$ cat src/rtl/spi_ser_pkg.sv
// rtl/spi_ser_pkg.sv - shared target encodings and FSM states for the SPI serializer/deserializer pair
package spi_ser_pkg;

    localparam logic [1:0] TGT_NONE = 2'b00;
    localparam logic [1:0] TGT_ATT  = 2'b01;
    localparam logic [1:0] TGT_DEL  = 2'b10;

    typedef enum logic [1:0] {
        IDLE      = 2'd0,
        SHIFT     = 2'd1,
        WAIT_IDLE = 2'd2
    } state_t;

endpackage

$ cat src/rtl/spi_sync_edge.sv
// rtl/spi_sync_edge.sv - multi-flop synchronizer with history flop and registered edge pulses
module spi_sync_edge #(
    parameter int   SYNC_STAGES = 2,
    parameter logic RESET_VAL   = 1'b0
) (
    input  logic clk,
    input  logic rst_n,
    input  logic din,
    output logic level,
    output logic rise,
    output logic fall
);

    logic [SYNC_STAGES-1:0] sync_q;
    logic                   hist_q;
    logic                   rise_q;
    logic                   fall_q;
    logic                   sync_out;

    assign sync_out = sync_q[SYNC_STAGES-1];

    // Edge pulses are registered so they line up with level (the history flop).
    always_ff @(posedge clk or negedge rst_n) begin
        if (!rst_n) begin
            sync_q <= {SYNC_STAGES{RESET_VAL}};
            hist_q <= RESET_VAL;
            rise_q <= 1'b0;
            fall_q <= 1'b0;
        end else begin
            sync_q <= {sync_q[SYNC_STAGES-2:0], din};
            hist_q <= sync_out;
            rise_q <= sync_out & ~hist_q;
            fall_q <= ~sync_out & hist_q;
        end
    end

    assign level = hist_q;
    assign rise  = rise_q;
    assign fall  = fall_q;

endmodule

$ cat src/rtl/spi_deserializer.sv
// rtl/spi_deserializer.sv - SPI bus monitor that rebuilds attenuator/delay-line frames into parallel words
module spi_deserializer
    import spi_ser_pkg::*;
#(
    parameter int DATA_WIDTH  = 24,
    parameter int SYNC_STAGES = 2
) (
    input  logic                  clk,
    input  logic                  rst_n,
    input  logic                  SPI_clk,
    input  logic                  DataBit,
    input  logic                  Att_CS,
    input  logic                  Del_CS,
    output logic [DATA_WIDTH-1:0] Rx_Data,
    output logic [1:0]            Rx_Target,
    output logic                  Rx_Valid,
    output logic                  Rx_Error,
    output logic                  Busy
);

    localparam int CNT_W  = $clog2(DATA_WIDTH + 1);
    localparam int SETTLE = SYNC_STAGES + 2;
    localparam int ST_W   = $clog2(SETTLE + 1);

    logic sclk_level_unused, sclk_rise, sclk_fall_unused;
    logic att_level, att_rise, att_fall;
    logic del_level, del_rise, del_fall;

    spi_sync_edge #(.SYNC_STAGES(SYNC_STAGES), .RESET_VAL(1'b0)) u_sclk (
        .clk   (clk),
        .rst_n (rst_n),
        .din   (SPI_clk),
        .level (sclk_level_unused),
        .rise  (sclk_rise),
        .fall  (sclk_fall_unused)
    );

    spi_sync_edge #(.SYNC_STAGES(SYNC_STAGES), .RESET_VAL(1'b1)) u_att (
        .clk   (clk),
        .rst_n (rst_n),
        .din   (Att_CS),
        .level (att_level),
        .rise  (att_rise),
        .fall  (att_fall)
    );

    spi_sync_edge #(.SYNC_STAGES(SYNC_STAGES), .RESET_VAL(1'b1)) u_del (
        .clk   (clk),
        .rst_n (rst_n),
        .din   (Del_CS),
        .level (del_level),
        .rise  (del_rise),
        .fall  (del_fall)
    );

    // Data takes the same path length as the edge pulses so the bit aligns with sclk_rise.
    logic [SYNC_STAGES:0] data_q;
    logic                 data_level;

    always_ff @(posedge clk or negedge rst_n) begin
        if (!rst_n) begin
            data_q <= '0;
        end else begin
            data_q <= {data_q[SYNC_STAGES-1:0], DataBit};
        end
    end

    assign data_level = data_q[SYNC_STAGES];

    // Until the synchronizers have flushed their reset values, a CS fall is stale.
    logic [ST_W-1:0] settle_cnt;
    logic            settled;

    assign settled = (settle_cnt == ST_W'(SETTLE));

    always_ff @(posedge clk or negedge rst_n) begin
        if (!rst_n) begin
            settle_cnt <= '0;
        end else if (!settled) begin
            settle_cnt <= settle_cnt + ST_W'(1);
        end
    end

    state_t                state, state_nxt;
    logic [DATA_WIDTH-1:0] shreg, shreg_nxt;
    logic [CNT_W-1:0]      cnt, cnt_nxt;
    logic                  ovf, ovf_nxt;
    logic [1:0]            tgt, tgt_nxt;
    logic                  valid_nxt, error_nxt, load;
    logic                  active_rise, other_level;

    assign active_rise = (tgt == TGT_ATT) ? att_rise  : del_rise;
    assign other_level = (tgt == TGT_ATT) ? del_level : att_level;

    always_comb begin
        state_nxt = state;
        shreg_nxt = shreg;
        cnt_nxt   = cnt;
        ovf_nxt   = ovf;
        tgt_nxt   = tgt;
        valid_nxt = 1'b0;
        error_nxt = 1'b0;
        load      = 1'b0;
        case (state)
            IDLE: begin
                if (att_fall || del_fall) begin
                    if (!settled) begin
                        state_nxt = WAIT_IDLE;
                    end else if (!att_level && !del_level) begin
                        state_nxt = WAIT_IDLE;
                        error_nxt = 1'b1;
                    end else begin
                        state_nxt = SHIFT;
                        tgt_nxt   = att_fall ? TGT_ATT : TGT_DEL;
                        shreg_nxt = '0;
                        cnt_nxt   = '0;
                        ovf_nxt   = 1'b0;
                    end
                end
            end
            SHIFT: begin
                if (!other_level) begin
                    state_nxt = WAIT_IDLE;
                    error_nxt = 1'b1;
                end else if (active_rise) begin
                    // A clock edge coincident with CS release is dropped on purpose.
                    state_nxt = IDLE;
                    if (cnt == CNT_W'(DATA_WIDTH) && !ovf) begin
                        valid_nxt = 1'b1;
                        load      = 1'b1;
                    end else begin
                        error_nxt = 1'b1;
                    end
                end else if (sclk_rise && !ovf) begin
                    if (cnt == CNT_W'(DATA_WIDTH)) begin
                        ovf_nxt = 1'b1;
                    end else begin
                        shreg_nxt = {shreg[DATA_WIDTH-2:0], data_level};
                        cnt_nxt   = cnt + CNT_W'(1);
                    end
                end
            end
            WAIT_IDLE: begin
                if (att_level && del_level) begin
                    state_nxt = IDLE;
                end
            end
            default: begin
                state_nxt = IDLE;
            end
        endcase
    end

    always_ff @(posedge clk or negedge rst_n) begin
        if (!rst_n) begin
            state     <= IDLE;
            shreg     <= '0;
            cnt       <= '0;
            ovf       <= 1'b0;
            tgt       <= TGT_NONE;
            Rx_Data   <= '0;
            Rx_Target <= TGT_NONE;
            Rx_Valid  <= 1'b0;
            Rx_Error  <= 1'b0;
        end else begin
            state    <= state_nxt;
            shreg    <= shreg_nxt;
            cnt      <= cnt_nxt;
            ovf      <= ovf_nxt;
            tgt      <= tgt_nxt;
            Rx_Valid <= valid_nxt;
            Rx_Error <= error_nxt;
            if (load) begin
                Rx_Data   <= shreg;
                Rx_Target <= tgt;
            end
        end
    end

    assign Busy = (state == SHIFT);

endmodule
$ cat config.mk
export PLATFORM = sky130hd
export DESIGN_NAME = spi_deserializer
export DESIGN_NICKNAME = d
export VERILOG_FILES = /design/src/rtl/spi_ser_pkg.sv /design/src/rtl/spi_sync_edge.sv /design/src/rtl/spi_deserializer.sv
export SDC_FILE = /design/constraint.sdc
export NUM_CORES = 1
export LEC_CHECK = 0
export CAP_MARGIN = 40
export CORE_MARGIN = 2
export CORE_UTILIZATION = 60
export CTS_CLUSTER_DIAMETER = 150
export DETAILED_ROUTE_END_ITERATION = 6
export GPL_ROUTABILITY_DRIVEN = 0
export PLACE_DENSITY = 0.84
export SYNTH_ARGS = -nofsm -noshare
export SYNTH_HDL_FRONTEND = slang
export SYNTH_SLANG_ARGS = --single-unit
$ cat constraint.sdc
create_clock -name clk -period 3.6 [get_ports clk]
set_clock_uncertainty 0.2 [all_clocks]
set_input_delay 0.9 -clock clk [delete_from_list [all_inputs] [get_ports clk]]
set_output_delay 0.9 -clock clk [all_outputs]
set_load 0.05 [all_outputs]
==> Word level (Yosys, flattened, before mapping) <==
Cells that the tools add are included.
{ "totals": {"reg_bits": 82, "out_inout_bits": 29} }
{ "op_classes": {"addsub": 2, "eq_ne": 15, "n_mux": 45, "bitwise_logic": 11, "reduce_logical": 14} }
{ "op_table": {"columns": ["operator", "count"], "rows": [
  ["$mux W24", 7],
  ["$pmux W24 S2", 1],
  ["$mux W5", 7],
  ["$mux W1", 19],
  ["$reduce_and A8 Y1", 2],
  ["$mux W2", 7],
  ["$ne A2 B2 Y1 const B", 6],
  ["$pmux W5 S2", 1],
  ["$ne A2 B1 Y1 const B", 3],
  ["$not A1 Y1", 6],
  ["$pmux W2 S3", 1],
  ["$add A5 B1 Y5 const B", 1],
  ["$and A1 B1 Y1", 5],
  ["$eq A5 B5 Y1 const B", 1],
  ["$eq A2 B1 Y1 const B", 2],
  ["$logic_and A1 B1 Y1", 4],
  ["$pmux W1 S2", 2],
  ["$reduce_and A4 Y1", 1],
  ["$add A3 B1 Y3 const B", 1],
  ["$eq A3 B3 Y1 const B", 1],
  ["$logic_not A1 Y1", 3],
  ["$ne A3 B3 Y1 const B", 1],
  ["$reduce_and A3 Y1", 1],
  ["$eq A2 B2 Y1 const B", 1],
  ["other kinds (3)", 3]
]} }

==> Depth between registers and ports, before layout <==
{ "logic_depth": {"ltp_word": 6, "mapped_depth": 9, "ltp_nobuf": 7} }

==> Cells and area by module <==
From an unflattened synthesis, not the netlist that was laid out.
{ "hier_totals": {"cells_unflattened": 266, "hier_area_um2": 3362.0} }
{ "by_module_without_submodules": {"columns": ["module", "n_inst", "cells_per_inst", "area_each_um2"], "rows": [
  ["spi_deserializer", 1, 245, 2934.1],
  ["spi_sync_edge (u_att ...)", 2, 7, 143.9],
  ["spi_sync_edge (u_sclk)", 1, 7, 140.1]
]} }

==> Least setup slack after synthesis <==
Ideal clock, no wire load.
{ "synth_timing": {"kind": "register -> output", "startpoint": "register state[1]", "endpoint": "output Busy", "arrival_time_ns": 1.429, "t_required_ns": 2.500, "slack_ns": 1.071, "path_stages_with_launch": 4, "cell_sequence": "dfrtp_1 -> nand2b_1 -> inv_1 -> clkbuf_1"} }
{ "synth_via": {"elab_chain_cells": 1} }
{ "synth_lines": {"columns": ["element", "line", "rtl"], "rows": [
  ["start: declaration", "spi_deserializer.sv:84", "state_t state, state_nxt;"],
  ["start signal: assignment", "spi_deserializer.sv:166", "state <= state_nxt;"],
  ["$eq A2 B1 Y1", "spi_deserializer.sv:180", "assign Busy = (state == SHIFT);"],
  ["end: declaration", "spi_deserializer.sv:18", "output logic Busy"]
]} }
Every way passes these cells.

==> Worst setup path after layout <==
Ends and elaborated chain as after synthesis.

==> reports/metrics.yaml <==
routing:
  dr.pass1.iters: 4
  drcViolationCount: 0
  vias: 2048
  drt.antenna.violating_nets: 0
  finalWirelength_um: 5700
  drtIter0Drc: 171
  wl_per_cell_um: 14.7
  avgViaCountPerCell: 5.29
die:
  dieArea_um2: 6170
  ios: 35
  core_um2: 5440
  die_height_um: 78.6
  fp.dieW_um: 78.6
  start_util_pct: 61.4
  num_rows: 27
power_and_ir_drop:
  ir_drop_mv: 0.371
  p_leak_nw: 1.92
  powerDensity_nw_per_um2: 568
status:
  outcome: "finished clean"
synth:
  yosysWarningCount: 0
  synth_cell_types: 30
  synthesis.nets: 279
  seq_area_frac_synth_pct: 61.7
  synth_top_area_share_pct: 57.0
  synth_area_per_cell_um2: 12.4
  synth_seq_cells: 82
  netlist_area_um2: 3340
  yosysTopAreaCell: "dfrtp_1"
  syn_inst: 269
  synth_area_leaders: "dfrtp_1, mux2_2, mux2i_1, dfstp_2, nand2_1"
timing:
  worst_pin_slew_ps: 811
  tns_ps: 0
  drv_slew: 0
  fmax_mhz: 343
  final_hold_viol_count: 0
  rsz0062_at_grt: "no"
  fin_hold_ws_ps: 151
  fin_crit_sh_pct: 81.1
  worst_slack_ps: 680
  maxSlewHeadroom_pct: 45.5
  setup_viol: 0
  fin_crit_ps: 2920
global_routing:
  antenna_found_initial: 0
  grt_pass1_vias: 2090
  track_usage_pct: 21.6
  grt_pass1_wl_um: 10000
  globalRoute.totalOverflow: 0
  grt_max_degree: 47
worst_setup_path:
  crit_path_start_kind: "register"
  crit_required_ps: 2500
  crit_top_cell: "buf_4"
  path_buf_inv: 3
  slowest_stage: "dfrtp_1"
  crit_arrival_ps: 1820
  crit_chain: "nand2b_1, inv_1, buf_4, buf_4"
  endpoint_kind: "primary output"
  cpLargestDelayFamily: "buffers and inverters"
  cpPeakStageDelay_ps: 440
  critical_path_class: "reg -> out"
  cp_max_fo: 32
flow_run:
  drv_cap: 0
place:
  portBuffers: 34
  dpl_worst_slack_ps: 1000
  dp_hpwl_um: 3730
clocking:
  clkSlewWorstSetupHoldPaths_ps: 80
  cts_buffers: 9
  cts_tree: "yes"
  cts_resized: 0
  htree_num_levels: 3
  cts_root_buf: "clkbuf_8"
  clkSinkCount: 82
  clock_latency_ps: 350
  clockBufferDepth: 2
  cts_setup_buffers: 0
  cts_hold_buffers: 0
layout:
  drive_gt1_share_pct: 17.5
  nNetsFinal: 320
  mostFrequentLayoutCells: "dfrtp_1, nand2_1, clkdlybuf4s50_1"
  antennaDiodeCount: 0
  syn_to_final_growth_pct: 20.2
  final_common_cell: "dfrtp_1"
hold_path:
  hold_path.class: "reg -> reg"
==> worst paths after layout <==
| check | from | slack (ps) | end | depth (start not counted) |
|---|---|---|---|---|
| max | state[1] | 680 | Busy | 4 |
| min | data_q[1] | 150 | data_q[2] | 0 |
| max reg2reg | state[1] | 940 | shreg[17] | 8 |
| min reg2reg | data_q[1] | 150 | data_q[2] | 0 |
| max in group asynchronous | rst_n | 2250 | u_del.level | 2 |
| min in group asynchronous | rst_n | 300 | data_q[1] | 1 |
==> worst register-to-register path: cells and delay by family (launching register included) <==
kind                   cells  cell delay [ps]
AOI/OAI and AO/OA          1              440
buffers and inverters      3              730
DFF                        1              430
muxes                      1              250
and+or+nand+nor            3              530
==> sequential cells by signal, indices dropped and copies added, names as in the netlist, 2 cells and up <==
register       cells
data_q             3
shreg             24
tgt                2
state              2
cnt                5
settle_cnt         3
Rx_Data           24
u_att.sync_q       2
u_del.sync_q       2
u_sclk.sync_q      2
Rx_Target          2
==> power breakdown <==
| part | switching, mW | leakage, nW | internal (mW) |
|---|---|---|---|
| combinational | 0.273 | 0.709 | 0.165 |
| clock | 0.313 | 0.123 | 0.499 |
| sequential | 0.0513 | 1.09 | 0.976 |
| total | 0.638 | 1.92 | 1.64 |
==> cell usage after synthesis, drive strengths merged <==
master   instances
nor3             3
a21o             1
dfstp            6
nand2b           2
o2bb2ai          1
nand4b           3
inv             31
dfrtp           76
nor2            13
a22o             1
o41ai            1
clkbuf           3
nor4b            1
o21ai            6
nor2b            5
a21oi            5
ha               4
o221ai           1
o211a            1
xnor2            1
mux2i           28
buf              5
o211ai           1
mux2            26
o22a             2
nand3            2
nand2           40
==> cells by family after synthesis <==
logic type	count (synthesis)	share of synthesized area [%]
compound gates	20	4.09
xor+xnor	1	0.263
fa+ha+maj	4	1.50
buf+inv	39	5.51
flops	82	61.7
mux	54	17.2
simple gates	69	9.75
==> metal layers <==
metal  vias up  GRT usage [%]  part of all wire (%)
li1        967              -                     -
met4         0           11.4                   3.1
met1      1023           29.4                    44
met2        42           33.1                    49
met3        16           4.48                   3.6
met5         -              0                     0
==> through the flow <==
stage               cell area, um2  total power, mW  utilization, %  instances
floorplan                     3340             1.38               -        269
global placement              3740             1.47            68.7        370
detailed placement            3760             1.48            69.1        371
CTS                           4010             2.29            73.7        387
global route                  4010             2.38            73.7        387
finish                        4010             2.28            73.7        387
==> area by class of cell <==
class / count / area (um2)
inverters: 31 / 116
multi-input cells: 148 / 1100
clock inverters: 4 / 97.6
fillers: 375 / 1430
well taps: 72 / 90.1
flip-flops and latches: 82 / 2060
clock buffers: 12 / 155
repair buffers: 38 / 390
Power figures use the tool's default switching activity.
